--- config.mk ---
export PLATFORM = sky130hd
export DESIGN_NAME = heading_controller
export DESIGN_NICKNAME = d
export VERILOG_FILES = /design/src/rtl/heading_controller.sv
export SDC_FILE = /design/constraint.sdc
export NUM_CORES = 1
export LEC_CHECK = 0
export ABC_AREA = 1
export CORE_ASPECT_RATIO = 0.6
export CORE_MARGIN = 3
export CORE_UTILIZATION = 52
export DETAILED_ROUTE_END_ITERATION = 16
export PLACE_DENSITY_LB_ADDON = 0.25
export SLEW_MARGIN = 0
export SYNTH_ARGS = -nofsm -noshare
export SYNTH_HDL_FRONTEND = slang
export SYNTH_SLANG_ARGS = --single-unit
--- constraint.sdc ---
create_clock -name clk -period 4.02 [get_ports clk]
set_clock_uncertainty 0.05 [all_clocks]
set_input_delay 1.005 -clock clk [delete_from_list [all_inputs] [get_ports clk]]
set_output_delay 1.005 -clock clk [all_outputs]
set_load 0.01 [all_outputs]
--- src/rtl/heading_controller.sv ---
// heading_controller
//   Ship heading / thrust / fire controller for a tick-based arcade game.
//   A free-running tick divider (frozen while enable=0) paces rotation,
//   forward steps and shot requests. Shots go through a small
//   IDLE/PENDING/COOLDOWN handshake FSM towards a bullet spawner.
//
// Ports
//   clk, reset        rising-edge clock, synchronous active-high reset
//   enable            game running; low freezes tick divider and cooldown
//   rotate_left/right level rotation requests, sampled on ticks only
//   thrust            level forward request, sampled on ticks only
//   fire_req          level shoot request, sampled on ticks in IDLE only
//   fire_ack          spawner accepts the offered shot (PENDING only)
//   tick              one-cycle game-tick pulse (combinational)
//   heading           current heading, 0 = up, increasing clockwise
//   dir_code          8-way compass code {left,right,down,up}
//   move_pulse        one-cycle strobe the cycle after a thrust tick
//   fire_valid        shot offered to spawner
//   fire_heading      heading carried by the offered shot
//   shot_count        accepted shots, wraps at 8 bits
module heading_controller #(
    parameter int HEADING_BITS   = 4,
    parameter int TICK_CYCLES    = 12500000,
    parameter int CNT_W          = 24,
    parameter int COOLDOWN_TICKS = 2,
    parameter int START_HEADING  = 0
) (
    input  logic                    clk,
    input  logic                    reset,
    input  logic                    enable,
    input  logic                    rotate_left,
    input  logic                    rotate_right,
    input  logic                    thrust,
    input  logic                    fire_req,
    input  logic                    fire_ack,
    output logic                    tick,
    output logic [HEADING_BITS-1:0] heading,
    output logic [3:0]              dir_code,
    output logic                    move_pulse,
    output logic                    fire_valid,
    output logic [HEADING_BITS-1:0] fire_heading,
    output logic [7:0]              shot_count
);

    typedef enum logic [1:0] {
        ST_IDLE     = 2'd0,
        ST_PENDING  = 2'd1,
        ST_COOLDOWN = 2'd2
    } fire_state_e;

    localparam logic [CNT_W-1:0]        CNT_RELOAD = CNT_W'(TICK_CYCLES - 1);
    localparam logic [HEADING_BITS-1:0] HDG_START  = HEADING_BITS'(START_HEADING);
    localparam logic [7:0]              CD_LOAD    = 8'(COOLDOWN_TICKS);

    logic [CNT_W-1:0]        cnt_q, cnt_d;
    logic [HEADING_BITS-1:0] heading_q, heading_d;
    logic                    move_pulse_q, move_pulse_d;
    fire_state_e             state_q, state_d;
    logic [7:0]              cooldown_q, cooldown_d;
    logic [HEADING_BITS-1:0] fire_heading_q, fire_heading_d;
    logic [7:0]              shot_count_q, shot_count_d;
    logic [2:0]              octant;

    // Gated with reset so no tick escapes during the reset cycle itself.
    assign tick = enable && (cnt_q == '0) && !reset;

    always_comb begin
        cnt_d          = cnt_q;
        heading_d      = heading_q;
        move_pulse_d   = tick && thrust;
        state_d        = state_q;
        cooldown_d     = cooldown_q;
        fire_heading_d = fire_heading_q;
        shot_count_d   = shot_count_q;

        if (enable) begin
            cnt_d = (cnt_q == '0) ? CNT_RELOAD : cnt_q - CNT_W'(1);
        end

        if (tick) begin
            if (rotate_right && !rotate_left) begin
                heading_d = heading_q + HEADING_BITS'(1);
            end else if (rotate_left && !rotate_right) begin
                heading_d = heading_q - HEADING_BITS'(1);
            end
        end

        // PENDING ignores enable: the handshake completes even while frozen.
        unique case (state_q)
            ST_IDLE: begin
                if (tick && fire_req) begin
                    state_d        = ST_PENDING;
                    fire_heading_d = heading_q;  // pre-rotation heading
                end
            end
            ST_PENDING: begin
                if (fire_ack) begin
                    shot_count_d = shot_count_q + 8'd1;
                    if (COOLDOWN_TICKS == 0) begin
                        state_d = ST_IDLE;
                    end else begin
                        state_d    = ST_COOLDOWN;
                        cooldown_d = CD_LOAD;
                    end
                end
            end
            ST_COOLDOWN: begin
                if (tick) begin
                    cooldown_d = cooldown_q - 8'd1;
                    if (cooldown_q == 8'd1) begin
                        state_d = ST_IDLE;
                    end
                end
            end
            default: state_d = ST_IDLE;
        endcase
    end

    always_ff @(posedge clk) begin
        if (reset) begin
            cnt_q          <= CNT_RELOAD;
            heading_q      <= HDG_START;
            move_pulse_q   <= 1'b0;
            state_q        <= ST_IDLE;
            cooldown_q     <= 8'd0;
            fire_heading_q <= '0;
            shot_count_q   <= 8'd0;
        end else begin
            cnt_q          <= cnt_d;
            heading_q      <= heading_d;
            move_pulse_q   <= move_pulse_d;
            state_q        <= state_d;
            cooldown_q     <= cooldown_d;
            fire_heading_q <= fire_heading_d;
            shot_count_q   <= shot_count_d;
        end
    end

    // Top three heading bits select one of eight compass octants.
    assign octant = heading_q[HEADING_BITS-1 -: 3];

    always_comb begin
        dir_code = 4'b0001;
        unique case (octant)
            3'd0: dir_code = 4'b0001;
            3'd1: dir_code = 4'b0101;
            3'd2: dir_code = 4'b0100;
            3'd3: dir_code = 4'b0110;
            3'd4: dir_code = 4'b0010;
            3'd5: dir_code = 4'b1010;
            3'd6: dir_code = 4'b1000;
            3'd7: dir_code = 4'b1001;
            default: dir_code = 4'b0001;
        endcase
    end

    assign heading      = heading_q;
    assign move_pulse   = move_pulse_q;
    assign fire_valid   = (state_q == ST_PENDING);
    assign fire_heading = fire_heading_q;
    assign shot_count   = shot_count_q;

endmodule

==> impl_metrics.yaml, run 1 <==
floorplanning:
  die_h_um: 62.3
  ios: 31
  core_area_um2: 4830
  rows: 19
  fp.dieArea_um2: 6210
  start_util_pct: 56.9
  die_width_um: 99.8
critical_path:
  crit_required_ns: 2.96
  cp_data_arrival_time_ns: 2.73
  cp_max_fo: 6
  worst_setup_path_end_kind: "primary output"
  critPathLaunchType: "input pin"
  crit_type: "in2out"
synth:
  ys.flop_type: "dfxtp_1"
  synth.most_common_cell: "nand2_1"
  ys_warn_count: 0
  synth-adder-area-share_pct: 4.38
  synth_edf_count: 0
  netlist_instances: 386
  synth_seq_cells: 55
  synth_compound_area_share_pct: 9.99
  synthArstFlopShare_pct: 0
  netlist.top_cell.by_area: "dfxtp_1"
  synth-xor-area-share_pct: 4.79
  synth_simple_gate_area_share_pct: 33.0
  seq_area_frac_synth_pct: 40.1
  synth_top_family_by_area: "simple AND/OR/NAND/NOR gates"
  avgSynthCellArea_um2: 7.11
  synthTopCellsByArea: "dfxtp_1, nand2_1, nor2_1"
  muxShareOfSynthArea_pct: 0
  synthTopCellsByCount: "nand2_1, nor2_1, dfxtp_1, inv_1, a21oi_1"
  syn_nets: 403
  synth_top_area_share_pct: 40.1
  synth_area_um2: 2740
  synth_cell_types: 38
final_layout:
  multi_input_area_um2: 1430
  stdcell_area_um2: 3230
  syn2layout_area_growth_pct: 17.6
  drive_above_1_share_pct: 7.82
  seq_area_um2: 1100
  num_antenna_cells: 0
  nets: 438
  layout.cells.non_filler: 485
  num-fill-cells: 423
pwr:
  power_mw: 0.922
  vdd_drop_max_mv: 0.243
  power_density_nw_per_um2: 286
  p_leak_nw: 1.31
flow_run:
  drv_cap: 0
run_status:
  outcome: "finished, final reports clean"
sta:
  rsz0062_at_grt: "no"
  fin_hold_ws_ns: 0.433
  fin_tns_setup_ns: 0
  fmax_mhz: 264
  min_period_over_period_pct: 94.2
  setup_viol: 0
  drv_slew: 0
  min_period_ns: 3.79
  tightest_slew_ns: 0.946
  slew_headroom_pct: 36.7
  hold_violations: 0
clocking:
  clock_latency_ns: 0.30
  htreeDepth: 2
  cts.sinks: 55
  cts_setup_buffers: 0
  clockBufferDepth: 2
  cts.clk_slew.worst_paths_ns: 0.09
  cts_buffers: 5
  cts_resized: 0
  tritoncts: "done"
  ctsRootBufferMaster: "clkbuf_8"
  hold_buffers: 0
route:
  routed_wl_um: 6230
  avgViaCountPerCell: 5.19
  ant_nets: 0
  drt_iter0_drc: 182
  drc: 0
  vias: 2515
  drt_pass1_iterations: 5
  post_drt_wl_per_cell_um: 12.9
min_path:
  hold_path.class: "reg2reg"
global_routing:
  grt_antenna_before_repair: 0
  grt_max_degree: 19
  grt_pass1_vias: 2295
  grt_use_total_pct: 20.7
  grt_pass1_wl_um: 10600
  overflow: 0
placed_design:
  place_congestion: 0.842
  dp_cells: 477
  dp_hpwl_um: 4590
  place_area_um2: 3120
  numPortBuffers: 30
-- final timing paths --
path,from,to,slack [ns],depth (start not counted)
worst max register to register,cnt_q[0],cnt_q[13],1.45,10
worst min-delay path,fire_heading[2],fire_heading[2],0.43,2
worst max-delay path,enable,tick,0.23,10
worst min register to register,fire_heading[2],fire_heading[2],0.43,2
-- placed cells by master, fill, tap and decap left out, drive strengths merged, types with 9 or more instances in the layout --
cell / Yosys / final
xor2: 9 / 9
clkdlybuf4s50: 0 / 30
nand3: 23 / 23
nand2: 78 / 78
inv: 49 / 49
a21oi: 29 / 29
nor2: 72 / 72
dfxtp: 55 / 55
o21ai: 19 / 19
-- registers in the layout, indices dropped and copies added (netlist names) --
register	cells
shot_count	8
dir_code	4
cooldown_q	8
fire_heading	4
state_q	2
cnt_q	24
move_pulse	1
heading	4
-- cell families (layout without fill, tap and decap cells) --
| logic type | after synthesis | count (layout) |
|---|---|---|
| fa+ha+maj | 9 | 9 |
| simple gates | 200 | 200 |
| flops | 55 | 55 |
| compound gates | 52 | 52 |
| buf+inv | 55 | 91 |
| xor+xnor | 15 | 15 |
-- metrics by stage --
stage	setup WS (ns)	util, %
final	0.232	66.9
after global routing	0.118	66.9
after CTS	0.225	66.9
after detailed placement	0.229	64.7
after global placement	0.253	64.7
after floorplan	1.36	-
-- metal layers --
layer / up-vias / part of all wire (%) / GRT usage (%) / routed length (um)
met3: 5 / 6.5 / 4.92 / 404
li1: 1298 / - / - / -
met1: 1140 / 53 / 32.0 / 3310
met2: 72 / 40 / 28.7 / 2480
met5: - / 0 / 0 / 0
met4: 0 / 0.66 / 4.09 / 41
-- cell type report --
cell class / count / area share [%]
clock buffer: 7 / 2.98
clock inverter: 1 / 0.233
inverter: 50 / 5.93
multi-input combinational: 276 / 44.3
sequential: 55 / 34.1
tap: 63 / 2.44
timing repair buffer: 33 / 10.0
-- power by group --
group	total, mW	switching [mW]	leakage [nW]	internal [mW]
Clock	0.336	0.179	0.0505	0.157
Combinational	0.0382	0.0239	0.816	0.0142
Sequential	0.548	0.00157	0.444	0.546
-- critical path, stage by stage --
cell and delay [ns]:
clkdlybuf4s50_1 0.50, inv_2 0.08, nor2_2 0.10, nand2_1 0.06, nor2_1 0.09, nand2_1 0.08
nor2_4 0.13, nand2_2 0.08, clkinv_2 0.07, clkdlybuf4s50_1 0.54
Power figures use the tool's default switching activity.
==> run 2, diff against run 1 <==
Settings changed: ABC_AREA 1 to unset, CORE_ASPECT_RATIO 0.6 to 0.5.
==> run 2 against run 1 <==
Synthesized cell count shrank 23%. Core utilization up 0.62 points. Maximum frequency is 1.3% lower.
==> impl_metrics.yaml, run 2 <==
final_layout:
  layout_commonest_cell: "dfxtp_1"
  layout_common_cells: "dfxtp_1, nor2_1, nand2_1, clkdlybuf4s50_1, xor2_1"
  nets: 347
  syn2layout_area_growth_pct: 17.7
  num_antenna_cells: 0
  num-fill-cells: 399
  stdcell_area_um2: 3160
  drive_above_1_share_pct: 8.76
  largest_reg_flops: 24
  top_register: "cnt_q"
  post-route-util_pct: 67.5
  seq_area_um2: 1100
  multi_input_area_um2: 1500
synth:
  synthArstFlopShare_pct: 0
  synth_area_um2: 2680
  synthTopCellsByArea: "dfxtp_1, nor2_1, xor2_1"
  synthTopCellsByCount: "dfxtp_1, nor2_1, nand2_1, xor2_1, nand3_1"
  syn_nets: 313
  netlist.top_cell.by_area: "dfxtp_1"
  synth_top_area_share_pct: 41.0
  ys_warn_count: 0
  netlist_instances: 296
  avgSynthCellArea_um2: 9.07
  synth_cell_types: 43
  synth_seq_cells: 55
  seq_area_frac_synth_pct: 41.0
  synth.most_common_cell: "dfxtp_1"
  synth_edf_count: 0
  ys.flop_type: "dfxtp_1"
route:
  drt_iter0_drc: 72
  ant_nets: 0
  vias: 2173
  drt_pass1_iterations: 4
  post_drt_wl_per_cell_um: 13.5
  routed_wl_um: 5360
  drc: 0
  avgViaCountPerCell: 5.47
critical_path:
  critPathLaunchType: "input pin"
  cp_slowest_cell: "clkdlybuf4s50_1"
  crit_required_ns: 2.96
  max_stage_delay_ns: 0.54
  reg2reg_depth: 8
  cp_max_fo: 2
  r2r_slack_ns: 1.61
  cp_top_family: "buffers and inverters"
  worst_setup_path_end_kind: "primary output"
  crit_chain: "clkdlybuf4s50_1 -> and4bb_2 -> nand4_4 -> or2_2 -> nor2_1 -> clkdlybuf4s50_1"
  cp_num_buf_inv: 2
  crit_type: "in2out"
  cpMostUsedCell: "clkdlybuf4s50_1"
  path_depth: 6
  cp_data_arrival_time_ns: 2.78
pwr:
  vdd_drop_max_mv: 0.152
  power_density_nw_per_um2: 284
  power_mw: 0.897
  p_leak_nw: 1.18
sta:
  rsz0062_at_grt: "no"
  fin_tns_setup_ns: 0
  drv_slew: 0
  fmax_mhz: 261
  min_period_ns: 3.84
  hold_violations: 0
  min_period_over_period_pct: 95.5
  slew_headroom_pct: 27.8
  setup_ws_ns: 0.182
  setup_viol: 0
  tightest_slew_ns: 1.08
floorplanning:
  core_area_um2: 4680
  start_util_pct: 57.4
  die_width_um: 108
  ios: 31
  die_h_um: 56.8
  fp.dieArea_um2: 6110
  rows: 17
global_routing:
  grt_pass1_vias: 2084
  grt_use_total_pct: 19.0
  grt_max_degree: 31
  grt_pass1_wl_um: 9470
  overflow: 0
  grt_antenna_before_repair: 0
clocking:
  clock_latency_ns: 0.31
  cts_buffers: 5
  tritoncts: "done"
  htreeDepth: 2
  cts.sinks: 55
  ctsRootBufferMaster: "clkbuf_8"
  clockBufferDepth: 2
  cts_setup_buffers: 0
  cts.clk_slew.worst_paths_ns: 0.10
  hold_buffers: 0
  cts_resized: 0
placed_design:
  numPortBuffers: 30
  post-place-ws_ns: 0.168
  dp_hpwl_um: 3910
  place_congestion: 0.758
  place_area_um2: 3070
flow_run:
  drv_cap: 0
min_path:
  worstHoldPathCells: 1
  hold_path.class: "reg2reg"
run_status:
  outcome: "finished, final reports clean"
run 2: cell count changes after synthesis, moves of 8 or more:
cell	previous run	this run
nand2_1	73	39
inv_1	46	13
nor2_1	66	43
a21oi_1	29	8
o21ai_0	17	3
mux2i_1	0	11
nand3_1	22	14
xor2_1	9	17
run 2: logic make-up after synthesis:
group | share of synthesized area, %
and+or+nand+nor | 32.8
DFF | 41.0
xor gates and xnor gates | 9.79
buffers and inverters | 3.26
AOI/OAI and AO/OA | 4.15
muxes | 4.52
adders and majority gates | 4.48
run 2: metal layers:
| layer | wire, um | GRT usage, % |
|---|---|---|
| met1 | 2450 | 23.1 |
| met2 | 2680 | 33.9 |
| met3 | 186 | 4.48 |
| met4 | 45 | 4.32 |
| met5 | 0 | 0 |
run 2: cell type report:
type | count | area share [%]
multi-input combinational | 220 | 47.3
sequential | 55 | 34.9
timing repair buffer | 35 | 10.7
tap | 66 | 2.61
clock buffer | 5 | 2.18
inverter | 13 | 1.54
clock inverter | 3 | 0.792
run 2: metrics by stage:
stage          hold slack, ns  std cells
2_1_floorplan           0.383        296
3_3_place_gp            0.400        389
3_5_place_dp            0.404        389
4_1_cts                 0.420        397
5_1_grt                 0.460        397
6_report                0.416        397
run 2: final timing paths:
check / from / endpoint
max: enable / tick
min: cooldown_q[5] / cooldown_q[5]
max reg2reg: cnt_q[0] / cnt_q[2]
min reg2reg: cooldown_q[5] / cooldown_q[5]
run 2: power by group:
part	leakage (nW)	internal [mW]	switching, mW
registers	0.444	0.547	0.00183
clock network	0.0443	0.125	0.189
logic	0.692	0.0144	0.0205
